==> config.mk <==
export PLATFORM = sky130hd
export DESIGN_NAME = imm_decode_stage
export DESIGN_NICKNAME = d
export VERILOG_FILES = /design/src/rtl/rv32i_pkg.sv /design/src/rtl/imm_assemble.sv /design/src/rtl/imm_decode_stage.sv
export SDC_FILE = /design/constraint.sdc
export NUM_CORES = 1
export LEC_CHECK = 0
export ABC_AREA = 0
export BUFFER_PORTS_ARGS = -buffer_cell sky130_fd_sc_hd__buf_4
export CORE_UTILIZATION = 40
export CTS_CLUSTER_SIZE = 28
export DETAILED_ROUTE_END_ITERATION = 7
export SLEW_MARGIN = 20
export SYNTH_ARGS = -nofsm -noshare
export SYNTH_HDL_FRONTEND = slang
export SYNTH_SLANG_ARGS = --single-unit
==> constraint.sdc <==
create_clock -name clock -period 2.65 [get_ports clock]
set_input_delay 0.1325 -clock clock [delete_from_list [all_inputs] [get_ports clock]]
set_output_delay 0.1325 -clock clock [all_outputs]
set_load 0.01 [all_outputs]
==> src/rtl/rv32i_pkg.sv <==
// ============================================================================
// Package : rv32i_pkg
// Brief   : RV32I format codes, opcodes and the decoded bundle type.
//           IMM_DECODE_ILLEGAL_EN adds the illegal flag to the bundle.
// Rev     : 1.0
// ============================================================================
`default_nettype none

package rv32i_pkg;

  typedef enum logic [2:0] {
    FMT_R    = 3'd0,
    FMT_I    = 3'd1,
    FMT_S    = 3'd2,
    FMT_B    = 3'd3,
    FMT_U    = 3'd4,
    FMT_J    = 3'd5,
    FMT_NONE = 3'd6
  } fmt_e;

  localparam logic [6:0] OP_LUI    = 7'b0110111;
  localparam logic [6:0] OP_AUIPC  = 7'b0010111;
  localparam logic [6:0] OP_JAL    = 7'b1101111;
  localparam logic [6:0] OP_JALR   = 7'b1100111;
  localparam logic [6:0] OP_BRANCH = 7'b1100011;
  localparam logic [6:0] OP_LOAD   = 7'b0000011;
  localparam logic [6:0] OP_STORE  = 7'b0100011;
  localparam logic [6:0] OP_IMM    = 7'b0010011;
  localparam logic [6:0] OP_REG    = 7'b0110011;
  localparam logic [6:0] OP_FENCE  = 7'b0001111;
  localparam logic [6:0] OP_SYSTEM = 7'b1110011;

  typedef struct packed {
    fmt_e        fmt;
    logic [31:0] imm;
    logic [6:0]  opcode;
    logic [4:0]  rd;
    logic [4:0]  rs1;
    logic [4:0]  rs2;
    logic [2:0]  funct3;
    logic        funct7b5;
`ifdef IMM_DECODE_ILLEGAL_EN
    logic        illegal;
`endif
  } decoded_t;

endpackage

`default_nettype wire

==> src/rtl/imm_assemble.sv <==
// ============================================================================
// Module : imm_assemble
// Brief  : Combinational RV32I format classifier and immediate assembler.
// Rev    : 1.0
// ============================================================================
`default_nettype none

module imm_assemble
  import rv32i_pkg::*;
(
  input  logic [31:0] instr,
  output fmt_e        fmt,
  output logic [31:0] imm
);

  always_comb begin
    fmt = FMT_NONE;
    unique case (instr[6:0])
      OP_LUI, OP_AUIPC:                                  fmt = FMT_U;
      OP_JAL:                                            fmt = FMT_J;
      OP_JALR, OP_LOAD, OP_IMM, OP_FENCE, OP_SYSTEM:     fmt = FMT_I;
      OP_STORE:                                          fmt = FMT_S;
      OP_BRANCH:                                         fmt = FMT_B;
      OP_REG:                                            fmt = FMT_R;
      default:                                           fmt = FMT_NONE;
    endcase
  end

  always_comb begin
    imm = 32'd0;
    case (fmt)
      FMT_I: imm = {{20{instr[31]}}, instr[31:20]};
      FMT_S: imm = {{20{instr[31]}}, instr[31:25], instr[11:7]};
      FMT_B: imm = {{19{instr[31]}}, instr[31], instr[7], instr[30:25], instr[11:8], 1'b0};
      FMT_U: imm = {instr[31:12], 12'd0};
      FMT_J: imm = {{11{instr[31]}}, instr[31], instr[19:12], instr[20], instr[30:21], 1'b0};
      default: imm = 32'd0;
    endcase
  end

endmodule

`default_nettype wire

==> src/rtl/imm_decode_stage.sv <==
// ============================================================================
// Module : imm_decode_stage
// Brief  : Registered RV32I decode stage with output + skid buffer so that
//          in_ready is a register. Option macro: IMM_DECODE_ILLEGAL_EN.
// Rev    : 1.0
// ============================================================================
`default_nettype none

module imm_decode_stage
  import rv32i_pkg::*;
(
  input  logic        clock,
  input  logic        nReset,
  input  logic        flush,
  input  logic [31:0] instr_in,
  input  logic        in_valid,
  output logic        in_ready,
  output logic        out_valid,
  input  logic        out_ready,
  output logic [2:0]  fmt_out,
  output logic [31:0] imm_out,
  output logic [6:0]  opcode_out,
  output logic [4:0]  rd_out,
  output logic [4:0]  rs1_out,
  output logic [4:0]  rs2_out,
  output logic [2:0]  funct3_out,
`ifdef IMM_DECODE_ILLEGAL_EN
  output logic        illegal_out,
`endif
  output logic        funct7b5_out
);

  fmt_e        w_fmt;
  logic [31:0] w_imm;
  decoded_t    w_dec;
  decoded_t    r_out;
  decoded_t    r_skid;
  logic        r_out_valid;
  logic        r_skid_valid;
  logic        w_xfer;
  logic        w_out_load;

  imm_assemble u_imm_assemble (
    .instr (instr_in),
    .fmt   (w_fmt),
    .imm   (w_imm)
  );

  always_comb begin
    w_dec          = '0;
    w_dec.fmt      = w_fmt;
    w_dec.imm      = w_imm;
    w_dec.opcode   = instr_in[6:0];
    w_dec.rd       = instr_in[11:7];
    w_dec.rs1      = instr_in[19:15];
    w_dec.rs2      = instr_in[24:20];
    w_dec.funct3   = instr_in[14:12];
    w_dec.funct7b5 = instr_in[30];
`ifdef IMM_DECODE_ILLEGAL_EN
    w_dec.illegal  = (w_fmt == FMT_NONE) || (instr_in[1:0] != 2'b11);
`endif
  end

  assign in_ready   = !r_skid_valid;
  assign w_xfer     = in_valid && !r_skid_valid;
  assign w_out_load = !r_out_valid || out_ready;

  // in_ready is low whenever the skid holds data, so a skid drain never
  // coincides with an accepted input.
  always_ff @(posedge clock or negedge nReset) begin
    if (!nReset) begin
      r_out        <= '0;
      r_skid       <= '0;
      r_out_valid  <= 1'b0;
      r_skid_valid <= 1'b0;
    end else if (flush) begin
      r_out_valid  <= 1'b0;
      r_skid_valid <= 1'b0;
    end else if (w_out_load) begin
      r_out_valid  <= r_skid_valid || w_xfer;
      r_skid_valid <= 1'b0;
      if (r_skid_valid) begin
        r_out <= r_skid;
      end else if (w_xfer) begin
        r_out <= w_dec;
      end
    end else if (w_xfer) begin
      r_skid       <= w_dec;
      r_skid_valid <= 1'b1;
    end
  end

  assign out_valid    = r_out_valid;
  assign fmt_out      = r_out.fmt;
  assign imm_out      = r_out.imm;
  assign opcode_out   = r_out.opcode;
  assign rd_out       = r_out.rd;
  assign rs1_out      = r_out.rs1;
  assign rs2_out      = r_out.rs2;
  assign funct3_out   = r_out.funct3;
  assign funct7b5_out = r_out.funct7b5;
`ifdef IMM_DECODE_ILLEGAL_EN
  assign illegal_out  = r_out.illegal;
`endif

endmodule

`default_nettype wire

==> results.py, run 1 <==
metrics = {
    "timing": {
        "tns_ps": 0,
        "clock_skew_ps": 5.28,
        "finalCritPeriodShare_pct": 82.8,
        "worst_pin_slew_ps": 873,
        "hold_viol": 0,
        "relSlewSlack_pct": 41.6,
        "finalCriticalPeriod_ps": 2190,
        "max_freq_mhz": 456,
        "rsz0062_at_grt": "false",
        "finalSetupViolCount": 0,
        "maxSlewViolCount": 0,
    },
    "synthesis": {
        "syn_area_per_cell_um2": 9.53,
        "synth_seq_cells": 124,
        "synth_top_family_by_area": "simple AND/OR/NAND/NOR gates",
        "synth-edff-count": 0,
        "synth_cells": 595,
        "synth_fa_ha_area_share_pct": 0,
        "yosysWarnings": 0,
        "synthDistinctLibCells": 47,
        "ys_seq_area_share_pct": 54.7,
        "synth-xor-area-share_pct": 0.154,
        "ys_async_sr_fraction_pct": 100,
        "synthFlopType": "dfrtp_1",
        "syn_nets": 632,
        "synthMuxAreaShare_pct": 4.94,
        "synth-simple-area-share_pct": 18.7,
        "synth-compound-area-share_pct": 17.7,
        "netlist_area_um2": 5670,
    },
    "global_route": {
        "gr-usage-all-layers_pct": 22.4,
        "grt-ovfl-total": 0,
        "grt_pass1_vias": 4652,
        "grt_pass1_wl_um": 24800,
        "grt_start_max_net_pins": 53,
        "antenna_found_initial": 0,
    },
    "worst_setup_path": {
        "crit_chain": "nor2b_1, or3_2, buf_4, buf_4, a21oi_1, o22ai_1",
        "cp_slowest_cell": "or3_2",
        "cpPeakStageDelay_ps": 700,
        "worst_setup_path_start_kind": "flop",
        "worstSetupPathType": "flop to flop",
        "arrival_ps": 2480,
        "cp_common_cell": "buf_4",
        "worst_setup_path_end_kind": "flop",
        "worstPathMaxFanout": 31,
        "cp.required_ps": 2940,
    },
    "placement": {
        "dpl_cell_area_um2": 6590,
        "io_buffers": 99,
        "gp_congestion": 0.914,
        "place_hpwl_um": 10500,
    },
    "die": {
        "fp.dieH_um": 121,
        "num_io_pins": 100,
        "fp-row-count": 43,
        "dieArea_um2": 14700,
        "dieWidth_um": 121,
        "start_util_pct": 40.9,
        "core_um2": 13900,
    },
    "pwr": {
        "power_leakage_nw": 3.41,
        "max-vdd-ir-drop_uv": 455,
        "p_per_area_nw_per_um2": 757,
    },
    "status": {
        "status": "completed",
    },
    "clock_network": {
        "cts_root_buf": "clkbuf_16",
        "clockBufferDepth": 2,
        "cts.sinks": 124,
        "cts_made_buffers": 17,
        "cts_tree": "yes",
        "clk_latency_ps": 410,
        "htree_levels": 4,
        "clk_pin_slew_ps": 50,
        "cts_resized": 0,
    },
    "drt": {
        "totalWireLength_um": 15600,
        "routed_via_density": 5.39,
        "wl_met3_um": 690,
        "dr.pass1.iters": 4,
        "vias": 4868,
        "antenna_left": 0,
        "wl_met2_um": 7200,
        "routed.top_layer": "met4",
        "drtIter0Drc": 422,
        "met1_length_um": 7380,
        "drc": 0,
        "wl_per_cell_um": 17.3,
    },
    "layout": {
        "drive_gt1_share_pct": 23.2,
        "post-route-util_pct": 53.7,
        "nets": 748,
        "fin_area_um2": 7460,
        "final_common_cell": "nand2_1",
        "areaGrowthSynthToFinish_pct": 31.5,
        "multi_input_area_um2": 2370,
        "diodes": 0,
        "seqCellArea_um2": 3100,
        "fill_cells": 1267,
        "layout_common_cells": "nand2_1, dfrtp_1, buf_4",
    },
    "job": {
        "maxCapViolCount": 0,
    },
    "worst_hold_path": {
        "hp-class": "input port to flop",
    },
}
==> routing by layer <==
layer,up-vias,GRT usage [%]
li1,2295,-
met1,2412,31.5
met2,137,33.4
met3,24,5.03
met4,0,9.03
met5,-,0
==> registers in the layout, indices dropped and copies added, names as in the netlist <==
| signal | flops |
|---|---|
| rs2_out | 5 |
| rd_out | 5 |
| imm_out | 32 |
| funct3_out | 3 |
| r_skid | 61 |
| opcode_out | 7 |
| out_valid | 1 |
| r_skid_valid | 1 |
| rs1_out | 5 |
| fmt_out | 3 |
| funct7b5_out | 1 |
==> cell type report <==
cell class,instances,share of cell area [%]
sequential,124,41.6
multi-input combinational,424,31.8
timing repair buffer,142,15.5
clock buffer,24,6.46
tap,180,3.02
clock inverter,7,1.51
inverter,2,0.101
==> metrics by stage <==
stage	cells	power (W)	worst slack, ps	hold WS, ps
global route	903	0.00592	321	28.1
finish	903	0.00564	456	24.7
detailed placement	845	0.00331	404	231
floorplan	595	0.00284	791	-163
CTS	903	0.00569	454	9.10
global placement	845	0.00327	461	226
==> report_power, final <==
| group | total (W) | leakage (nW) | internal, W | switching, W |
|---|---|---|---|---|
| sequential | 0.00240 | 1.56 | 0.00221 | 0.000183 |
| combinational | 0.000912 | 1.56 | 0.000433 | 0.000480 |
| clock | 0.00233 | 0.290 | 0.00154 | 0.000791 |
| total | 0.00564 | 3.41 | 0.00419 | 0.00145 |
==> cells by family (layout without fill, tap and decap cells) <==
group,after synthesis,count (layout)
and+or+nand+nor,246,246
xor gates and xnor gates,1,1
muxes,28,28
buffers and inverters,47,175
DFF,124,124
AOI/OAI and AO/OA,149,149
==> synthesized netlist by cell type (all sizes together) (2+ instances only) <==
master / count / share of area [%]
o22ai: 5 / 0.55
mux2i: 28 / 4.9
nor2b: 2 / 0.22
nand3: 4 / 0.35
nand3b: 2 / 0.26
a221o: 6 / 1.1
o22a: 2 / 0.31
clkbuf: 31 / 2.1
a31oi: 18 / 2.2
and3: 8 / 0.88
buf: 14 / 1.6
nand2b: 7 / 0.77
dfrtp: 124 / 55
inv: 2 / 0.13
nand2: 161 / 11
nor3: 6 / 0.53
nor2: 39 / 2.7
a211o: 2 / 0.31
a32oi: 6 / 1.1
a21oi: 23 / 2.1
a22o: 5 / 0.77
a22oi: 12 / 2.4
or3: 11 / 1.2
o21ai: 63 / 5.6
==> worst max-delay path: cells and delay by family (launching register included) <==
| kind | cells | cell delay, ps |
|---|---|---|
| flip-flops | 1 | 400 |
| AND/OR/NAND/NOR | 2 | 890 |
| AO/OA/AOI/OAI | 2 | 240 |
| buffers and inverters | 2 | 540 |
==> final timing paths <==
kind	from	to	depth (start not counted)	slack [ps]
max in group asynchronous	nReset	r_skid[48]	3	1530
setup / recovery	out_valid	imm_out[3]	6	460
setup reg to reg	out_valid	imm_out[3]	6	460
min in group asynchronous	nReset	rs1_out[4]	2	310
hold / removal	instr_in[24]	r_skid[8]	3	20
hold reg to reg	r_skid[10]	r_skid[10]	2	480
==> what timing repair did <==
action / in CTS / in global routing
buffers inserted: 0 / 0
hold buffers: 27 / 0
endpoints found under the hold margin: 81 / 0
No activity file was read; power rests on OpenSTA's default activity.
==> inputs of run 2 (changes only) <==
==> constraint.sdc (replaced) <==
create_clock -name clock -period 2.1 [get_ports clock]
set_input_delay 0.105 -clock clock [delete_from_list [all_inputs] [get_ports clock]]
set_output_delay 0.105 -clock clock [all_outputs]
set_load 0.01 [all_outputs]
==> results.py, run 2 (synthesis gave the netlist of run 1 again) <==
metrics = {
    "layout": {
        "final_common_cell": "nand2_1",
        "stdcell_count": 917,
        "nets": 761,
        "multi_input_area_um2": 2370,
        "areaGrowthSynthToFinish_pct": 34.9,
        "fill_cells": 1235,
        "seqCellArea_um2": 3100,
        "largest_reg_flops": 61,
        "layout_common_cells": "nand2_1, dfrtp_1, buf_4",
        "diodes": 0,
        "regMostFlops": "r_skid",
        "drive_gt1_share_pct": 24.4,
    },
    "drt": {
        "drc": 0,
        "wl_per_cell_um": 17.2,
        "dr.pass1.iters": 5,
        "totalWireLength_um": 15800,
        "vias": 4934,
        "antenna_left": 0,
        "routed_via_density": 5.38,
        "drtIter0Drc": 426,
    },
    "timing": {
        "rsz0062_at_grt": "false",
        "clock_skew_ps": 5.90,
        "setup_slack_ps": 72.0,
        "max_freq_mhz": 493,
        "hold_viol": 0,
        "worst_pin_slew_ps": 725,
        "maxSlewViolCount": 0,
        "relSlewSlack_pct": 51.6,
        "finalSetupViolCount": 0,
        "tns_ps": 0,
        "finalCritPeriodShare_pct": 96.6,
        "finalCriticalPeriod_ps": 2030,
    },
    "worst_setup_path": {
        "r2r_cells": 6,
        "worstPathMaxFanout": 11,
        "path_delay_family": "simple AND/OR/NAND/NOR gates",
        "worst_setup_path_start_kind": "input port",
        "cp.depth": 7,
        "crit_buf_inv": 2,
        "cp_slowest_cell": "nor2_2",
        "cpPeakStageDelay_ps": 600,
        "cp.required_ps": 2370,
        "worstSetupPathType": "input port to flop",
        "worst_setup_path_end_kind": "flop",
        "crit_chain": "dlygate4sd3_1, buf_4, and4bb_1, a211oi_2, a2111oi_4, nor2_2, a22oi_1",
        "arrival_ps": 2290,
    },
    "pwr": {
        "power_leakage_nw": 3.52,
        "max-vdd-ir-drop_uv": 548,
        "p_per_area_nw_per_um2": 964,
    },
    "global_route": {
        "grt_pass1_wl_um": 25600,
        "gr-usage-all-layers_pct": 23.0,
        "grt_start_max_net_pins": 59,
        "grt_pass1_vias": 4822,
        "grt-ovfl-total": 0,
        "antenna_found_initial": 0,
    },
    "clock_network": {
        "cts_root_buf": "clkbuf_16",
        "clk_pin_slew_ps": 50,
        "cts.sinks": 124,
        "cts_made_buffers": 17,
        "clockBufferDepth": 2,
        "clk_latency_ps": 420,
        "cts_tree": "yes",
        "cts_setup_buffers": 0,
        "htree_levels": 4,
    },
    "placement": {
        "place_hpwl_um": 10300,
        "gp_congestion": 0.821,
        "placed_cells": 852,
        "dp_slack_ps": -145,
        "io_buffers": 99,
    },
    "die": {
        "dieArea_um2": 14700,
        "fp.dieH_um": 121,
        "dieWidth_um": 121,
        "num_io_pins": 100,
        "start_util_pct": 40.9,
        "fp-row-count": 43,
        "core_um2": 13900,
    },
    "job": {
        "maxCapViolCount": 0,
    },
    "worst_hold_path": {
        "min_path_cells": 3,
        "hp-class": "input port to flop",
    },
    "status": {
        "status": "completed",
    },
}
## run 2: worst paths after layout
| check | to | slack, ps | from |
|---|---|---|---|
| worst min register to register | r_skid[60] | 470 | r_skid[60] |
| worst min-delay path | r_skid[25] | 40 | instr_in[6] |
| worst max-delay path | imm_out[20] | 70 | instr_in[3] |
| min in group asynchronous | rs1_out[4] | 240 | nReset |
| worst max register to register | imm_out[18] | 190 | out_valid |
| max in group asynchronous | r_skid[14] | 1110 | nReset |
## run 2: per-stage QoR
| step | cell area [um^2] | hold WS (ps) | power (W) | util (%) |
|---|---|---|---|---|
| 5_1_grt | 7650 | 57.8 | 0.00771 | 55.1 |
| 4_1_cts | 7650 | 23.3 | 0.00743 | 55.1 |
| 6_report | 7650 | 40.6 | 0.00738 | 55.1 |
| 3_5_place_dp | 6670 | 152 | 0.00420 | 48.0 |
| 2_1_floorplan | 5670 | -191 | 0.00359 | - |
| 3_3_place_gp | 6670 | 140 | 0.00415 | 48.0 |
## run 2: repair_timing
item / CTS / global route
gates resized for setup: 1 / 1
setup endpoints to repair: 4 / 12
cloned: 0 / 0
endpoints found under the hold margin: 89 / 0
pin swaps: 0 / 1
hold buffers: 33 / 0
## run 2: cell type report
type                    instances  share of cell area [%]
repair buffers                155                    16.9
multi-input cells             424                    31.0
clock inverters                10                    2.11
inverters                       2                  0.0981
clock buffers                  22                    6.33
well taps                     180                    2.94
flip-flops and latches        124                    40.6
## run 2: layer usage
layer,wire (um),part of all wire (%),track usage [%],vias up
met3,846,5.3,5.26,31
li1,-,-,-,2321
met2,7380,47,35.6,170
met4,381,2.4,10.3,0
met5,0,0,0,-
met1,7210,46,30.6,2412
## run 2: worst register-to-register path, cell delays in order (launching register included)
cell and delay (ps):
dfrtp_1 380, nor2b_1 180, or3_2 530, buf_12 210, or3_1 330, o21ai_0 90, a31oi_1 60
## run 2: power breakdown
group | internal, W | switching (W)
clock network | 0.00211 | 0.00106
logic | 0.000567 | 0.000610
registers | 0.00279 | 0.000234
==> inputs of run 3 (changes only) <==
--- a/config.mk
+++ b/config.mk
@@ -10,6 +10,7 @@
 export CORE_UTILIZATION = 40
 export CTS_CLUSTER_SIZE = 28
 export DETAILED_ROUTE_END_ITERATION = 7
+export SETUP_SLACK_MARGIN = 0.4
 export SLEW_MARGIN = 20
 export SYNTH_ARGS = -nofsm -noshare
 export SYNTH_HDL_FRONTEND = slang
==> results.py, run 3 (synthesis gave the netlist of run 1 again) <==
metrics = {
    "timing": {
        "relSlewSlack_pct": 58.2,
        "maxSlewViolCount": 0,
        "finalCriticalPeriod_ps": 1750,
        "clock_skew_ps": 7.56,
        "worst_pin_slew_ps": 628,
        "finalCritPeriodShare_pct": 83.3,
        "tns_ps": 0,
        "max_freq_mhz": 572,
        "rsz0062_at_grt": "true",
        "finalSetupViolCount": 0,
        "hold_viol": 0,
    },
    "worst_setup_path": {
        "cpPeakStageDelay_ps": 600,
        "arrival_ps": 2030,
        "r2r_start": "out_valid",
        "cp.required_ps": 2380,
        "cp-startpoint": "out_valid",
        "worstPathMaxFanout": 10,
        "endpoint": "imm_out[17]",
        "worstSetupPathType": "flop to flop",
        "crit_chain": "nor2b_4, or3_2, or3_1, o21ai_0, a31oi_1",
        "timing.rr.end": "imm_out[17]",
        "r2r_slack_ps": 350,
        "r2r_cells": 5,
        "worst_setup_path_start_kind": "flop",
        "worst_setup_path_end_kind": "flop",
        "cp_slowest_cell": "or3_2",
    },
    "global_route": {
        "grt_pass1_wl_um": 25600,
        "grt_start_max_net_pins": 58,
        "grt-ovfl-total": 0,
        "grt_pass1_vias": 4918,
        "gr-usage-all-layers_pct": 22.9,
        "antenna_found_initial": 0,
    },
    "placement": {
        "gp_congestion": 0.839,
        "place_hpwl_um": 10400,
        "placed_cells": 853,
        "io_buffers": 99,
    },
    "die": {
        "fp-row-count": 43,
        "fp.dieH_um": 121,
        "dieWidth_um": 121,
        "dieArea_um2": 14700,
        "core_um2": 13900,
        "start_util_pct": 40.9,
        "num_io_pins": 100,
    },
    "clock_network": {
        "clk_pin_slew_ps": 60,
        "clockBufferDepth": 2,
        "cts_made_buffers": 17,
        "cts.sinks": 124,
        "cts_root_buf": "clkbuf_16",
        "cts_tree": "yes",
        "htree_levels": 4,
        "clk_latency_ps": 410,
    },
    "worst_hold_path": {
        "hp-class": "input port to flop",
    },
    "pwr": {
        "p_per_area_nw_per_um2": 932,
        "power_leakage_nw": 3.47,
        "max-vdd-ir-drop_uv": 473,
    },
    "layout": {
        "final_common_cell": "nand2_1",
        "stdcell_count": 915,
        "layout_common_cells": "nand2_1, dfrtp_1, buf_4",
        "largest_reg_flops": 61,
        "post-route-util_pct": 54.7,
        "nets": 759,
        "fill_cells": 1228,
        "diodes": 0,
        "regMostFlops": "r_skid",
        "drive_gt1_share_pct": 25.2,
        "areaGrowthSynthToFinish_pct": 33.9,
    },
    "drt": {
        "dr.pass1.iters": 5,
        "drc": 0,
        "totalWireLength_um": 15800,
        "antenna_left": 0,
        "wl_per_cell_um": 17.2,
        "routed_via_density": 5.33,
        "drtIter0Drc": 424,
        "vias": 4881,
    },
    "status": {
        "status": "completed",
    },
    "job": {
        "maxCapViolCount": 0,
    },
}
[run 3: changes by cell type in the layout (fill, tap and decap cells not counted), sizes merged]
cell,change
bufinv,-2
or3,+1
dlygate4sd3,-4
clkinv,-1
buf,+1
clkinvlp,+3
[run 3: critical path, delay by kind of cell (launching register included)]
family	cells	cell delay, ps
compound gates	2	140
simple gates	3	1100
flops	1	390
[run 3: final cells by class]
type                    instances  area (um^2)  share of cell area [%]
flip-flops and latches        124         3100                    40.9
multi-input cells             425         2420                    31.8
repair buffers                152         1250                    16.5
clock buffers                  22          474                    6.24
well taps                     180          225                    2.97
clock inverters                10          115                    1.52
inverters                       2         7.51                  0.0989
[run 3: repair_timing]
action / in CTS / in global routing
hold buffers: 29 / 0
resized for setup: 6 / 5
hold endpoints to repair: 81 / 0
cloned: 0 / 1
pin swaps: 0 / 2
endpoints found under the setup margin: 60 / 66
buffers inserted: 0 / 0
[run 3: worst min-delay path by stage]
| stage | startpoint | to | slack, ps | depth (start not counted) |
|---|---|---|---|---|
| after floorplan | nReset | fmt_out[0] | -190 | 0 |
| after global placement | nReset | rd_out[4] | 160 | 1 |
| after detailed placement | nReset | rd_out[4] | 160 | 1 |
| after CTS | out_ready | r_skid_valid | 20 | 3 |
| after global routing | out_ready | r_skid_valid | 40 | 3 |
| final | out_ready | r_skid_valid | 30 | 3 |
[run 3: layer usage]
metal / vias up / global-route usage, % / part of all wire, %
met5: - / 0 / 0
met4: 0 / 9.57 / 1.6
met3: 18 / 5.36 / 5.2
met2: 149 / 35.6 / 47
met1: 2397 / 30.8 / 46
li1: 2317 / - / -
[run 3: where the power goes]
group / switching, W / internal [W]
clock network: 0.00104 / 0.00184
logic: 0.000616 / 0.000563
registers: 0.000229 / 0.00279
total: 0.00188 / 0.00519
[run 3: stage by stage]
stage	power (W)	setup WS, ps	hold WS [ps]	area [um^2]
after floorplan	0.00359	397	-191	5700
after global placement	0.00414	-22.7	163	6670
after detailed placement	0.00419	-53.4	163	6670
after CTS	0.00713	414	15.3	7570
after global routing	0.00744	297	37.5	7590
final	0.00708	352	29.2	7590
